## src/rtl/core_seq_if.sv

```systemverilog
// ----------------------------------------------------------------------------
// core_seq_if
// Bundle between the engine start controller (master) and one core's block
// sequencer (slave).
//
//   start        master -> slave  single-cycle start pulse
//   busy         slave -> master  high in every load or round cycle
//   cur_thread   slave -> master  thread of the block in progress
//   load_en      slave -> master  high in load cycles
//   load_idx     slave -> master  load word index, 0 when not loading
//   round_en     slave -> master  high in round cycles
//   round        slave -> master  round index / K-ROM address, 0 otherwise
//   done         slave -> master  one-cycle completion pulse
//   done_thread  slave -> master  thread of the completed block
//   err          slave -> master  sticky protocol-violation flag
// ----------------------------------------------------------------------------
interface core_seq_if #(
  parameter int N_LOAD   = 8,
  parameter int N_ROUNDS = 64
);

  localparam int IDX_W = (N_LOAD > 1) ? $clog2(N_LOAD) : 1;
  localparam int RND_W = (N_ROUNDS > 1) ? $clog2(N_ROUNDS) : 1;

  logic             start;
  logic             busy;
  logic             cur_thread;
  logic             load_en;
  logic [IDX_W-1:0] load_idx;
  logic             round_en;
  logic [RND_W-1:0] round;
  logic             done;
  logic             done_thread;
  logic             err;

  modport master (
    output start,
    input  busy, cur_thread, load_en, load_idx, round_en, round,
           done, done_thread, err
  );

  modport slave (
    input  start,
    output busy, cur_thread, load_en, load_idx, round_en, round,
           done, done_thread, err
  );

endinterface

```

## src/rtl/core_seq.sv

```systemverilog
// ----------------------------------------------------------------------------
// core_seq
// Core-side block sequencer. Each accepted start pulse runs one SHA-256 block
// schedule for one of the core's two interleaved threads: N_LOAD load cycles
// followed by N_ROUNDS round cycles, then a done pulse tagged with the thread.
// A start is only legal while idle or in the last round cycle; any other start
// is ignored and raises a sticky err flag.
//
// Ports:
//   CLK    clock
//   reset  asynchronous active-high reset
//   bus    core_seq_if slave modport (start in; schedule, done, err out)
//
// Parameters:
//   N_LOAD    load cycles per block
//   N_ROUNDS  round cycles per block
//   CORE_ID   core number, only used to tag assertion messages
// ----------------------------------------------------------------------------
module core_seq #(
  parameter int N_LOAD   = 8,
  parameter int N_ROUNDS = 64,
  parameter int CORE_ID  = 0
) (
  input  logic        CLK,
  input  logic        reset,
  core_seq_if.slave   bus
);

  localparam int IDX_W = (N_LOAD > 1) ? $clog2(N_LOAD) : 1;
  localparam int RND_W = (N_ROUNDS > 1) ? $clog2(N_ROUNDS) : 1;
  // One shared counter serves both phases, so it is sized for the longer one.
  localparam int CNT_W = (IDX_W > RND_W) ? IDX_W : RND_W;

  localparam logic [CNT_W-1:0] LOAD_LAST  = CNT_W'(N_LOAD - 1);
  localparam logic [CNT_W-1:0] ROUND_LAST = CNT_W'(N_ROUNDS - 1);
  localparam logic [CNT_W-1:0] CNT_ONE    = CNT_W'(1);

  typedef enum logic [1:0] {
    IDLE   = 2'd0,
    LOAD   = 2'd1,
    ROUNDS = 2'd2
  } state_t;

  state_t           state;
  state_t           state_nxt;
  logic [CNT_W-1:0] cnt;
  logic [CNT_W-1:0] cnt_nxt;
  logic             next_thread;
  logic             next_thread_nxt;

  logic             last_load;
  logic             last_round;
  logic             accept;
  logic             violation;

  // Registered output copies, plus their next-cycle values.
  logic             busy_q,        busy_d;
  logic             cur_thread_q,  cur_thread_d;
  logic             load_en_q,     load_en_d;
  logic [IDX_W-1:0] load_idx_q,    load_idx_d;
  logic             round_en_q,    round_en_d;
  logic [RND_W-1:0] round_q,       round_d;
  logic             done_q,        done_d;
  logic             done_thread_q, done_thread_d;
  logic             err_q,         err_d;

  // Terminal counts force the phase change; the counter never wraps in place.
  assign last_load  = (state == LOAD)   && (cnt == LOAD_LAST);
  assign last_round = (state == ROUNDS) && (cnt == ROUND_LAST);

  // The last round cycle accepts a start so back-to-back blocks have no gap.
  assign accept    = bus.start && ((state == IDLE) || last_round);
  assign violation = bus.start && !accept;

  // State register: phase, shared counter and the thread the next block gets.
  always_ff @(posedge CLK or posedge reset) begin
    if (reset) begin
      state       <= IDLE;
      cnt         <= '0;
      next_thread <= 1'b0;
    end else begin
      state       <= state_nxt;
      cnt         <= cnt_nxt;
      next_thread <= next_thread_nxt;
    end
  end

  // Next-state logic: IDLE -> LOAD -> ROUNDS -> (LOAD | IDLE).
  always_comb begin
    state_nxt       = state;
    cnt_nxt         = cnt;
    next_thread_nxt = next_thread ^ accept;
    case (state)
      IDLE: begin
        if (accept) begin
          state_nxt = LOAD;
          cnt_nxt   = '0;
        end
      end
      LOAD: begin
        if (last_load) begin
          state_nxt = ROUNDS;
          cnt_nxt   = '0;
        end else begin
          cnt_nxt = cnt + CNT_ONE;
        end
      end
      ROUNDS: begin
        if (last_round) begin
          state_nxt = accept ? LOAD : IDLE;
          cnt_nxt   = '0;
        end else begin
          cnt_nxt = cnt + CNT_ONE;
        end
      end
      default: begin
        state_nxt = IDLE;
        cnt_nxt   = '0;
      end
    endcase
  end

  // Output decode. Outputs are decoded from the upcoming state and then
  // registered, so every output reflects the state it is registered next to.
  // done fires the cycle after the last round, tagged with the thread still
  // held in cur_thread_q, even when a new block already takes over cur_thread.
  always_comb begin
    busy_d        = (state_nxt != IDLE);
    load_en_d     = (state_nxt == LOAD);
    round_en_d    = (state_nxt == ROUNDS);
    load_idx_d    = '0;
    round_d       = '0;
    if (state_nxt == LOAD) begin
      load_idx_d = cnt_nxt[IDX_W-1:0];
    end
    if (state_nxt == ROUNDS) begin
      round_d = cnt_nxt[RND_W-1:0];
    end
    cur_thread_d  = accept ? next_thread : cur_thread_q;
    done_d        = last_round;
    done_thread_d = last_round ? cur_thread_q : 1'b0;
    err_d         = err_q | violation;
  end

  // Output registers.
  always_ff @(posedge CLK or posedge reset) begin
    if (reset) begin
      busy_q        <= 1'b0;
      cur_thread_q  <= 1'b0;
      load_en_q     <= 1'b0;
      load_idx_q    <= '0;
      round_en_q    <= 1'b0;
      round_q       <= '0;
      done_q        <= 1'b0;
      done_thread_q <= 1'b0;
      err_q         <= 1'b0;
    end else begin
      busy_q        <= busy_d;
      cur_thread_q  <= cur_thread_d;
      load_en_q     <= load_en_d;
      load_idx_q    <= load_idx_d;
      round_en_q    <= round_en_d;
      round_q       <= round_d;
      done_q        <= done_d;
      done_thread_q <= done_thread_d;
      err_q         <= err_d;
    end
  end

  assign bus.busy        = busy_q;
  assign bus.cur_thread  = cur_thread_q;
  assign bus.load_en     = load_en_q;
  assign bus.load_idx    = load_idx_q;
  assign bus.round_en    = round_en_q;
  assign bus.round       = round_q;
  assign bus.done        = done_q;
  assign bus.done_thread = done_thread_q;
  assign bus.err         = err_q;

  // Load and round phases are mutually exclusive and both imply busy.
  a_phase_exclusive : assert property (
    @(posedge CLK) disable iff (reset)
      !(load_en_q && round_en_q) && ((load_en_q || round_en_q) == busy_q)
  ) else $error("core_seq %0d: inconsistent phase outputs", CORE_ID);

  // err only clears on reset.
  a_err_sticky : assert property (
    @(posedge CLK) disable iff (reset) err_q |=> err_q
  ) else $error("core_seq %0d: err dropped without reset", CORE_ID);

endmodule

```

## src/flat_wrapper.sv

```systemverilog
// flat-port wrapper written by rule: the top's interface ports become plain ports
module core_seq_flat 
#(
  parameter int N_LOAD   = 8,
  parameter int N_ROUNDS = 64,
  parameter int CORE_ID  = 0
)
  (CLK, reset, bus_start, bus_busy, bus_cur_thread, bus_load_en, bus_load_idx, bus_round_en, bus_round, bus_done, bus_done_thread, bus_err);
  core_seq_if #(.N_LOAD(N_LOAD), .N_ROUNDS(N_ROUNDS)) bus_i ();
  input  logic CLK;
  input  logic reset;
  input wire logic [$bits(bus_i.start)-1:0] bus_start;
  output wire logic [$bits(bus_i.busy)-1:0] bus_busy;
  output wire logic [$bits(bus_i.cur_thread)-1:0] bus_cur_thread;
  output wire logic [$bits(bus_i.load_en)-1:0] bus_load_en;
  output wire logic [$bits(bus_i.load_idx)-1:0] bus_load_idx;
  output wire logic [$bits(bus_i.round_en)-1:0] bus_round_en;
  output wire logic [$bits(bus_i.round)-1:0] bus_round;
  output wire logic [$bits(bus_i.done)-1:0] bus_done;
  output wire logic [$bits(bus_i.done_thread)-1:0] bus_done_thread;
  output wire logic [$bits(bus_i.err)-1:0] bus_err;
  assign bus_i.start = bus_start;
  assign bus_busy = bus_i.busy;
  assign bus_cur_thread = bus_i.cur_thread;
  assign bus_load_en = bus_i.load_en;
  assign bus_load_idx = bus_i.load_idx;
  assign bus_round_en = bus_i.round_en;
  assign bus_round = bus_i.round;
  assign bus_done = bus_i.done;
  assign bus_done_thread = bus_i.done_thread;
  assign bus_err = bus_i.err;
  core_seq #(.N_LOAD(N_LOAD), .N_ROUNDS(N_ROUNDS), .CORE_ID(CORE_ID)) u_core (.CLK(CLK), .reset(reset), .bus(bus_i));
endmodule
```

## config.mk

```make
export PLATFORM = sky130hd
export DESIGN_NAME = core_seq_flat
export DESIGN_NICKNAME = d
export VERILOG_FILES = /design/src/rtl/core_seq_if.sv /design/src/rtl/core_seq.sv /design/src/flat_wrapper.sv
export SDC_FILE = /design/constraint.sdc
export NUM_CORES = 1
export LEC_CHECK = 0
export CORE_MARGIN = 10
export CORE_UTILIZATION = 40
export DETAILED_ROUTE_END_ITERATION = 12
export PLACE_DENSITY = 0.73
export RECOVER_POWER = 100
export SYNTH_ARGS = -nofsm -noshare
export SYNTH_HDL_FRONTEND = slang
export SYNTH_SLANG_ARGS = --single-unit
export TNS_END_PERCENT = 20
```

## constraint.sdc

```tcl
create_clock -name CLK -period 1.46 [get_ports CLK]
set_input_delay 0.219 -clock CLK [delete_from_list [all_inputs] [get_ports CLK]]
set_output_delay 0.219 -clock CLK [all_outputs]
set_load 0.05 [all_outputs]
```

==> impl_metrics.csv <==
group,metric,value,unit
worst_setup_path,crit_path_end_kind,"flip-flop",
power_and_ir_drop,sw_frac_of_total,41.7,%
power_and_ir_drop,p_leak,0.637,nW
timing,worstMarginPinSlew,0.596,ns
timing,fin_crit,1.40,ns
layout,fill_cells,232,
drt,viasPerCell,5.01,
clocking,h-tree-depth,1,
global_routing,grt_max_degree,26,
logic_synthesis,async_reset_ff_share,100,%
power_and_ir_drop,combPwrFrac,46.1,%
power_and_ir_drop,p_clk_share,12.4,%
timing,skew,0.00431,ns
global_routing,antenna_found_initial,0,
clocking,clock-sinks,25,
worst_setup_path,worstPathArrival,1.61,ns
job,drv_cap,0,
timing,max_clock_freq,0.713,GHz
drt,drt_iter0_drc,9,
layout,num_antenna_cells,0,
timing,layout_setup_ws,0.0580,ns
placement,dp_slack,0.00841,ns
timing,rsz0062_at_grt,"yes",
logic_synthesis,ys_types,30,
logic_synthesis,yosysSeqAreaShare,60.1,%
clocking,cts_tree,"done",
clocking,path_clk_slew,0.12,ns
power_and_ir_drop,seq_power_share,41.5,%
clocking,hold_buffers,0,
worst_setup_path,worstPathRequired,1.67,ns
placement,place_congestion,0.810,
power_and_ir_drop,p_int,1.39,mW
logic_synthesis,yosysWarnings,0,
worst_setup_path,start_kind,"flip-flop",
floorplanning,start_util,42.0,%
layout,final_common_cell,"dfrtp_1",
power_and_ir_drop,irDropWorstVdd,1.14,mV
timing,final-setup-viol-count,0,
layout,layout-drive-gt1-share,31.2,%
timing,tns,0,ns
floorplanning,fp.dieArea,5040,µm²
timing,report.final.slew_viol_count,0,
logic_synthesis,ys_ff_latch,25,
drt,final_antenna_net_count,0,
timing,relSlewSlack,60.3,%
worst_setup_path,critPathBufInv,0,
clocking,insertion_delay,0.32,ns
drt,wl,2150,µm
logic_synthesis,synth-edff-count,0,
worst_setup_path,cp_slowest_stage_delay,0.42,ns
floorplanning,die_h,71.0,µm
worst_setup_path,worstPathMaxFanout,7,
min_path,worstHoldPathType,"input port to asynchronous set/reset pin",
clocking,cts_buffers,3,
layout,final_nets,130,
worst_setup_path,worstSetupPathType,"flip-flop to flip-flop",
global_routing,grt_pass1_wl,3600,µm
layout,layout_common_cells,"dfrtp_1, clkbuf_2, buf_4",
drt,vias,777,
power_and_ir_drop,finalPower,2.39,mW
global_routing,grt_pass1_vias,817,
floorplanning,io_pins,19,
placement,io_buffer_count,18,
logic_synthesis,netlist_area,1040,µm²
logic_synthesis,synth_nets,95,
timing,final.period_utilization,96.0,%
clocking,cts_setup_buffers,0,
worst_setup_path,crit_family,"flip-flops",
floorplanning,coreArea,2480,µm²
logic_synthesis,avgSynthCellArea,11.4,µm²
floorplanning,rows,18,
global_routing,grt.overflow.total,0,
worst_setup_path,cp_slowest_cell,"dfrtp_1",
drt,firstDrtPassIters,4,
floorplanning,die_x,71.0,µm
logic_synthesis,ys.flop_type,"dfrtp_1",
worst_setup_path,crit_chain,"ha_4, nand3_2, nor2_4, o21ai_2, mux2_4",
power_and_ir_drop,powerDensity,1830,nW/µm²
clocking,root_buffer,"clkbuf_4",
power_and_ir_drop,p_sw,0.997,mW
run_status,status,"finished clean",
placement,place_hpwl,1630,µm
drt,drc,0,
clocking,cts_resized,0,
logic_synthesis,synth_cells,91,
layout,area_growth,25.5,%
clocking,cts_buffer_depth,2,
drt,wl_per_cell,13.9,µm
timing,hold_violations,0,
global_routing,track_usage,8.78,%
-- worst register-to-register path, stage by stage, from the launching register on --
cell     delay [ns]
dfrtp_1        0.42
ha_4           0.19
nand3_2        0.14
nor2_4         0.16
o21ai_2        0.08
mux2_4         0.30
-- routing by layer --
metal  vias to the layer above  GRT usage [%]  routed length, µm
li1                        391              -                  -
met1                       369           8.62                909
met4                         0           6.88                 61
met3                         4           2.23                 97
met2                        13           15.3               1080
met5                         -              0                  0
-- path summary, 6_finish.rpt --
kind | from | endpoint | slack [ns] | cells after the start
min in group CLK | u_core.next_thread | u_core.next_thread | 0.48 | 1
setup / recovery | u_core.cnt[1] | u_core.bus.cur_thread | 0.06 | 5
setup reg to reg | u_core.cnt[1] | u_core.bus.cur_thread | 0.06 | 5
hold reg to reg | u_core.next_thread | u_core.next_thread | 0.48 | 1
hold / removal | reset | u_core.bus.round[1] | 0.48 | 3
max in group asynchronous | reset | u_core.cnt[4] | 0.55 | 3
-- metrics by stage --
stage	util [%]	instances	area [µm²]	hold slack [ns]
after floorplan	-	91	1050	0.246
after global placement	55.4	151	1370	0.459
after detailed placement	55.4	151	1370	0.467
after CTS	56.4	155	1400	0.246
after global routing	52.7	155	1310	0.514
final	52.7	155	1310	0.478
-- final cells by class --
cell class / instances / area, µm² / share of cell area (%)
sequential: 25 / 627 / 48.0
tap: 30 / 37.5 / 2.87
multi-input combinational: 61 / 409 / 31.3
timing repair buffer: 30 / 188 / 14.4
inverter: 5 / 18.8 / 1.44
clock buffer: 4 / 26.3 / 2.01
-- power by group through the flow --
| stage | Combinational, mW | Clock (mW) | Sequential [mW] |
|---|---|---|---|
| finish | 1.10 | 0.297 | 0.990 |
| floorplan | 0.463 | 0 | 1.30 |
| CTS | 1.20 | 0.317 | 0.998 |
| global placement | 1.17 | 0 | 1.00 |
| detailed placement | 1.19 | 0 | 1.01 |
| global route | 1.20 | 0.338 | 1.01 |
-- Yosys cell counts, types with 3 or more instances --
master   count  area [µm²]
inv_1        5        18.8
and2_1       3        18.8
o22ai_1      3        18.8
nand2_1      5        18.8
dfrtp_1     25         626
nor2_1       8        30.0
o21ai_0      4        20.0
nor2b_1      5        31.3
a21o_1       4        30.0
-- flip-flops by register name (all words and copies together) (netlist names), 2 cells and up --
register             count
u_core.state             2
u_core.bus.round         6
u_core.bus.load_idx      3
u_core.cnt               6
-- cells by family (layout without fill, tap and decap cells) --
group / after synthesis / in the layout / share of synthesized area, %
flip-flops: 25 / 25 / 60.1
XOR/XNOR: 2 / 2 / 1.68
AO/OA/AOI/OAI: 24 / 24 / 16.5
multiplexers: 1 / 1 / 1.44
buffers and inverters: 5 / 39 / 1.80
adder cells (fa/ha/maj): 1 / 1 / 1.20
AND/OR/NAND/NOR: 33 / 33 / 17.3
Note: power is estimated with default switching activity, not from simulation.
